**src/rtl/pika_rf_pkg.sv**
```systemverilog
// Shared defaults for the register file and its scoreboard.
// Reset value of every architectural register and pending counter.
package pika_rf_pkg;
  localparam int DEF_DATA_W   = 32;
  localparam int DEF_NUM_REGS = 16;
  localparam int DEF_NUM_RD   = 3;
  localparam int DEF_PEND_W   = 2;
  localparam int RST_VAL      = 0;
endpackage

```
**src/rtl/rf_scoreboard.sv**
```systemverilog
// Per-GPR pending-write counters and issue back-pressure.
// REGFILE_BYPASS_EN: busy drops in the cycle the last writeback lands.
module rf_scoreboard
  import pika_rf_pkg::*;
#(
  parameter int NUM_REGS = DEF_NUM_REGS,
  parameter int NUM_RD   = DEF_NUM_RD,
  parameter int PEND_W   = DEF_PEND_W,
  localparam int ADDR_W  = $clog2(NUM_REGS)
) (
  input  logic                     clk,
  input  logic                     reset,
  input  logic                     iss_valid,
  input  logic [ADDR_W-1:0]        iss_rd_num,
  output logic                     iss_ready,
  input  logic                     wb_en,
  input  logic [ADDR_W-1:0]        wb_num,
  input  logic [NUM_RD*ADDR_W-1:0] rd_num,
  output logic [NUM_RD-1:0]        rd_busy
);

  localparam logic [PEND_W-1:0] MAX = {PEND_W{1'b1}};
  localparam logic [PEND_W-1:0] RST = PEND_W'(RST_VAL);

  logic [PEND_W-1:0] pend [NUM_REGS];
  logic [NUM_REGS-1:0] inc;
  logic [NUM_REGS-1:0] dec;
  logic                same;
  logic                hs;

  assign same = wb_en && (wb_num == iss_rd_num);
  assign iss_ready = (pend[iss_rd_num] != MAX) || same;
  assign hs = iss_valid && iss_ready;

  always_comb begin
    inc = '0;
    dec = '0;
    for (int r = 0; r < NUM_REGS; r++) begin
      inc[r] = hs && (iss_rd_num == ADDR_W'(r));
      dec[r] = wb_en && (wb_num == ADDR_W'(r));
    end
  end

  always_ff @(posedge clk) begin
    if (!reset) begin
      for (int r = 0; r < NUM_REGS; r++)
        pend[r] <= RST;
    end else begin
      for (int r = 0; r < NUM_REGS; r++) begin
        if (inc[r] && dec[r])
          pend[r] <= pend[r];
        else if (inc[r])
          pend[r] <= pend[r] + 1'b1;
        else if (dec[r] && pend[r] != '0)
          pend[r] <= pend[r] - 1'b1;
      end
    end
  end

  always_comb begin
    rd_busy = '0;
    for (int p = 0; p < NUM_RD; p++) begin
      logic [ADDR_W-1:0] a;
      a = rd_num[p*ADDR_W +: ADDR_W];
      rd_busy[p] = pend[a] != '0;
`ifdef REGFILE_BYPASS_EN
      if (wb_en && wb_num == a && pend[a] == PEND_W'(1)
          && !(hs && iss_rd_num == a))
        rd_busy[p] = 1'b0;
`endif
    end
  end

endmodule

```
**src/rtl/reg_file_sb.sv**
```systemverilog
// GPR file with PC, CPSR and a pending-write scoreboard.
// REGFILE_BYPASS_EN: writeback data forwarded to reads same cycle.
module reg_file_sb
  import pika_rf_pkg::*;
#(
  parameter int DATA_W   = DEF_DATA_W,
  parameter int NUM_REGS = DEF_NUM_REGS,
  parameter int NUM_RD   = DEF_NUM_RD,
  parameter int PEND_W   = DEF_PEND_W,
  localparam int ADDR_W  = $clog2(NUM_REGS)
) (
  input  logic                     clk,
  input  logic                     reset,
  input  logic                     if_pc_we,
  input  logic [DATA_W-1:0]        if_pc_in,
  output logic [DATA_W-1:0]        if_pc_out,
  input  logic [NUM_RD*ADDR_W-1:0] rd_num,
  output logic [NUM_RD*DATA_W-1:0] rd_data,
  output logic [NUM_RD-1:0]        rd_busy,
  output logic [DATA_W-1:0]        exe_cpsr_out,
  input  logic                     iss_valid,
  input  logic [ADDR_W-1:0]        iss_rd_num,
  output logic                     iss_ready,
  input  logic                     wb_rd_write_en,
  input  logic [ADDR_W-1:0]        wb_rd_num,
  input  logic [DATA_W-1:0]        wb_rd_in,
  input  logic                     wb_cpsr_write_en,
  input  logic [DATA_W-1:0]        wb_cpsr_in
);

  localparam logic [DATA_W-1:0] RST = DATA_W'(RST_VAL);

  logic [DATA_W-1:0] gpr [NUM_REGS];
  logic [DATA_W-1:0] pc;
  logic [DATA_W-1:0] cpsr;

  always_ff @(posedge clk) begin
    if (!reset) begin
      for (int r = 0; r < NUM_REGS; r++)
        gpr[r] <= RST;
      pc   <= RST;
      cpsr <= RST;
    end else begin
      if (wb_rd_write_en)
        gpr[wb_rd_num] <= wb_rd_in;
      if (if_pc_we)
        pc <= if_pc_in;
      if (wb_cpsr_write_en)
        cpsr <= wb_cpsr_in;
    end
  end

  assign if_pc_out = pc;

  always_comb begin
    rd_data = '0;
    for (int p = 0; p < NUM_RD; p++) begin
      logic [ADDR_W-1:0] a;
      a = rd_num[p*ADDR_W +: ADDR_W];
      rd_data[p*DATA_W +: DATA_W] = gpr[a];
`ifdef REGFILE_BYPASS_EN
      if (wb_rd_write_en && wb_rd_num == a)
        rd_data[p*DATA_W +: DATA_W] = wb_rd_in;
`endif
    end
  end

`ifdef REGFILE_BYPASS_EN
  assign exe_cpsr_out = wb_cpsr_write_en ? wb_cpsr_in : cpsr;
`else
  assign exe_cpsr_out = cpsr;
`endif

  rf_scoreboard #(
    .NUM_REGS (NUM_REGS),
    .NUM_RD   (NUM_RD),
    .PEND_W   (PEND_W)
  ) u_sb (
    .clk        (clk),
    .reset      (reset),
    .iss_valid  (iss_valid),
    .iss_rd_num (iss_rd_num),
    .iss_ready  (iss_ready),
    .wb_en      (wb_rd_write_en),
    .wb_num     (wb_rd_num),
    .rd_num     (rd_num),
    .rd_busy    (rd_busy)
  );

endmodule

```
**config.mk**
```make
export PLATFORM = sky130hd
export DESIGN_NAME = reg_file_sb
export DESIGN_NICKNAME = d
export VERILOG_FILES = /design/src/rtl/pika_rf_pkg.sv /design/src/rtl/rf_scoreboard.sv /design/src/rtl/reg_file_sb.sv
export SDC_FILE = /design/constraint.sdc
export NUM_CORES = 1
export LEC_CHECK = 0
export BUFFER_PORTS_ARGS = -buffer_cell sky130_fd_sc_hd__buf_2
export CAP_MARGIN = 20
export CORE_MARGIN = 2
export CORE_UTILIZATION = 33
export DETAILED_ROUTE_END_ITERATION = 8
export PLACE_DENSITY_LB_ADDON = 0.05
export SETUP_SLACK_MARGIN = 0.3
export SLEW_MARGIN = 20
export SYNTH_ARGS = -nofsm -noshare
export SYNTH_HDL_FRONTEND = slang
export SYNTH_SLANG_ARGS = --single-unit
```
**constraint.sdc**
```tcl
create_clock -name clk -period 2.3 [get_ports clk]
set_clock_uncertainty 0.05 [all_clocks]
set_input_delay 0.23 -clock clk [delete_from_list [all_inputs] [get_ports clk]]
set_output_delay 0.23 -clock clk [all_outputs]
set_load 0.01 [all_outputs]
```
==> flow_summary.json <==
{
  "cp.arrival_ns": 2.36,
  "synthDistinctLibCells": 55,
  "htree_levels": 3,
  "cts_buffers": 76,
  "finalInstanceArea_um2": 45800,
  "synth_warnings": 0,
  "grtUsageMet2": 0.416,
  "power.leakage_uw": 0.0170,
  "crit_chain": "buf_4, or2_4, mux4_2, o21ai_2, a21oi_2, buf_2",
  "diodes": 0,
  "p_clk_frac": 0.388,
  "cts_max_path_buffers": 3,
  "die_w_um": 333,
  "post-route-min-period_ns": 2.64,
  "track_usage": 0.242,
  "seq_power_share": 0.424,
  "drc": 0,
  "wl_um": 134000,
  "place_area_um2": 41100,
  "grt_start_max_net_pins": 79,
  "critical_path.endpoint_type": "output pin",
  "overflow": 0,
  "core_area_um2": 107000,
  "row_count": 120,
  "portBuffers": 285,
  "irDropWorstVdd_uv": 469,
  "maxCapViolations": 0,
  "globalplace.congestion": 0.807,
  "path_buf_inv": 2,
  "crit_slowest_cell": "mux4_2",
  "critPathMaxFanout": 6,
  "netlist_area_um2": 35600,
  "fin_cells": 4256,
  "grt_pass1_vias": 26000,
  "violations": "setup timing",
  "path_depth": 6,
  "io_pins": 286,
  "power_switching_share": 0.269,
  "p_comb_frac": 0.188,
  "drtIter0Drc": 2317,
  "layout_common_cells": "edfxtp_1, mux4_2, and2_1, and3_1, buf_2",
  "postRouteAntennaNets": 0,
  "syn-num-nets": 2432,
  "critPathKind": "reg -> out",
  "power_switching_uw": 8320,
  "relSlewSlack": 0.345,
  "avgSynthCellArea_um2": 15.4,
  "use_met1": 0.313,
  "synth_async_sr_flop_share": 0,
  "grtUsageMet3": 0.0428,
  "fmax_mhz": 379,
  "vias": 24300,
  "setup_viol": 155,
  "die_h_um": 333,
  "tightest_slew_ns": 0.975,
  "power.density_nw_per_um2": 675,
  "syn_to_final_growth_pct": 28.4,
  "slew_viol_final": 0,
  "status": "finished with violations",
  "dpl.hpwl_um": 83700,
  "place_inst": 3985,
  "synth-edff-count": 544,
  "drt_first_pass_iters": 5,
  "grt_pass1_wl_um": 192000,
  "rsz0062_at_grt": "yes",
  "holdPathStages": 2,
  "final_common_cell": "edfxtp_1",
  "ys_seq_area_frac": 0.494,
  "finalHoldViolations": 0,
  "initial_core_util": 0.333,
  "cts_tree": "yes",
  "synth_seq_cells": 608,
  "hp-class": "in -> reg",
  "cts.sinks": 608,
  "finalCritPeriodShare": 1.15,
  "avgRoutedWirePerCell_um": 31.4,
  "place_ws_ns": -0.572,
  "power_uw": 30900,
  "vias_per_cell": 5.70,
  "clk_pin_slew_worst_paths_ns": 0.06,
  "cp.required_ns": 2.02,
  "clock_latency_ns": 0.64,
  "drive_gt1_frac": 0.454,
  "grt_antenna_before_repair": 9,
  "setup_slack_ns": -0.340,
  "path_delay_family": "multiplexers",
  "fin_nets": 2914,
  "dieArea_um2": 111000,
  "yosys_most_used_dff": "edfxtp_1",
  "worst-r2r-cell-count": 10,
  "cts-root-buf": "clkbuf_16",
  "synth_cells": 2309,
  "startpoint_type": "register",
  "slowest_delay_ns": 0.48,
  "p_int_uw": 22600,
  "busiest_layer": "met2"
}
-- path summary, 6_finish.rpt --
path | from | endpoint | slack (ns)
worst max register to register | u_sb.pend[15][0] | u_sb.pend[9][1] | -0.28
worst min-delay path | wb_rd_in[11] | gpr[13][11] | 0.02
worst min register to register | exe_cpsr_out[22] | exe_cpsr_out[22] | 0.44
worst max-delay path | u_sb.pend[11][0] | rd_busy[2] | -0.34
-- metal layers --
metal,routed length [µm],vias to the layer above,share of wire
li1,-,10300,-
met1,54700,12900,0.41
met2,67200,916,0.50
met3,8290,191,0.062
met4,3520,2,0.026
met5,13,-,0.000097
-- logic make-up after synthesis --
| logic type | Yosys count | synth area share |
|---|---|---|
| simple gates | 778 | 0.127 |
| flops | 608 | 0.494 |
| mux | 573 | 0.334 |
| buf+inv | 262 | 0.0286 |
| compound gates | 83 | 0.0149 |
| xor+xnor | 4 | 0.000983 |
| fa+ha+maj | 1 | 0.000351 |
-- stage by stage --
step	hold WS, ns	TNS, ns	util
3_5_place_dp	0.423	-15.91	0.384
5_1_grt	0.0379	-38.56	0.428
4_1_cts	0.00104	-32.12	0.424
2_1_floorplan	0.327	-4.95	-
3_3_place_gp	0.414	-15.21	0.384
6_report	0.0224	-30.08	0.428
-- power by group through the flow --
stage | clock network [µW] | registers, µW | logic (µW)
detailed placement | 0 | 13300 | 5220
global placement | 0 | 13300 | 5200
CTS | 12300 | 13100 | 5790
global route | 12700 | 13200 | 6070
floorplan | 0 | 13200 | 2990
finish | 12000 | 13100 | 5800
-- sequential cells by signal, indices dropped and copies added, names as in the netlist --
register,cells
exe_cpsr_out,32
if_pc_out,32
gpr,512
u_sb.pend,32
-- synth_stat cells (10+ instances only) --
cell type | count | area share
nand3_1 | 28 | 0.0039
nand2b_1 | 11 | 0.0019
edfxtp_1 | 544 | 0.46
mux2i_1 | 73 | 0.020
nor2b_1 | 15 | 0.0026
nor2_1 | 110 | 0.012
o21ai_0 | 26 | 0.0037
clkbuf_1 | 179 | 0.019
nand2_1 | 51 | 0.0054
and2_1 | 320 | 0.056
and3_1 | 197 | 0.035
mux4_2 | 492 | 0.31
dfxtp_1 | 64 | 0.036
a21oi_1 | 21 | 0.0029
buf_1 | 64 | 0.0067
nor3_1 | 10 | 0.0014
-- layout make-up --
type	count	area (µm²)
clock buffer	93	1990
clock inverter	47	437
fill	9526	61300
inverter	8	30.0
multi-input combinational	1439	17600
sequential	608	17600
tap	1403	1760
timing repair buffer	658	6300
-- timing repair --
item / in CTS / in global routing
pin swaps: 35 / 28
endpoints found under the hold margin: 274 / 0
resized for setup: 164 / 52
buffers inserted: 30 / 14
hold buffers: 87 / 0
setup endpoints to repair: 158 / 158
Note: power is estimated with default switching activity, not from simulation.
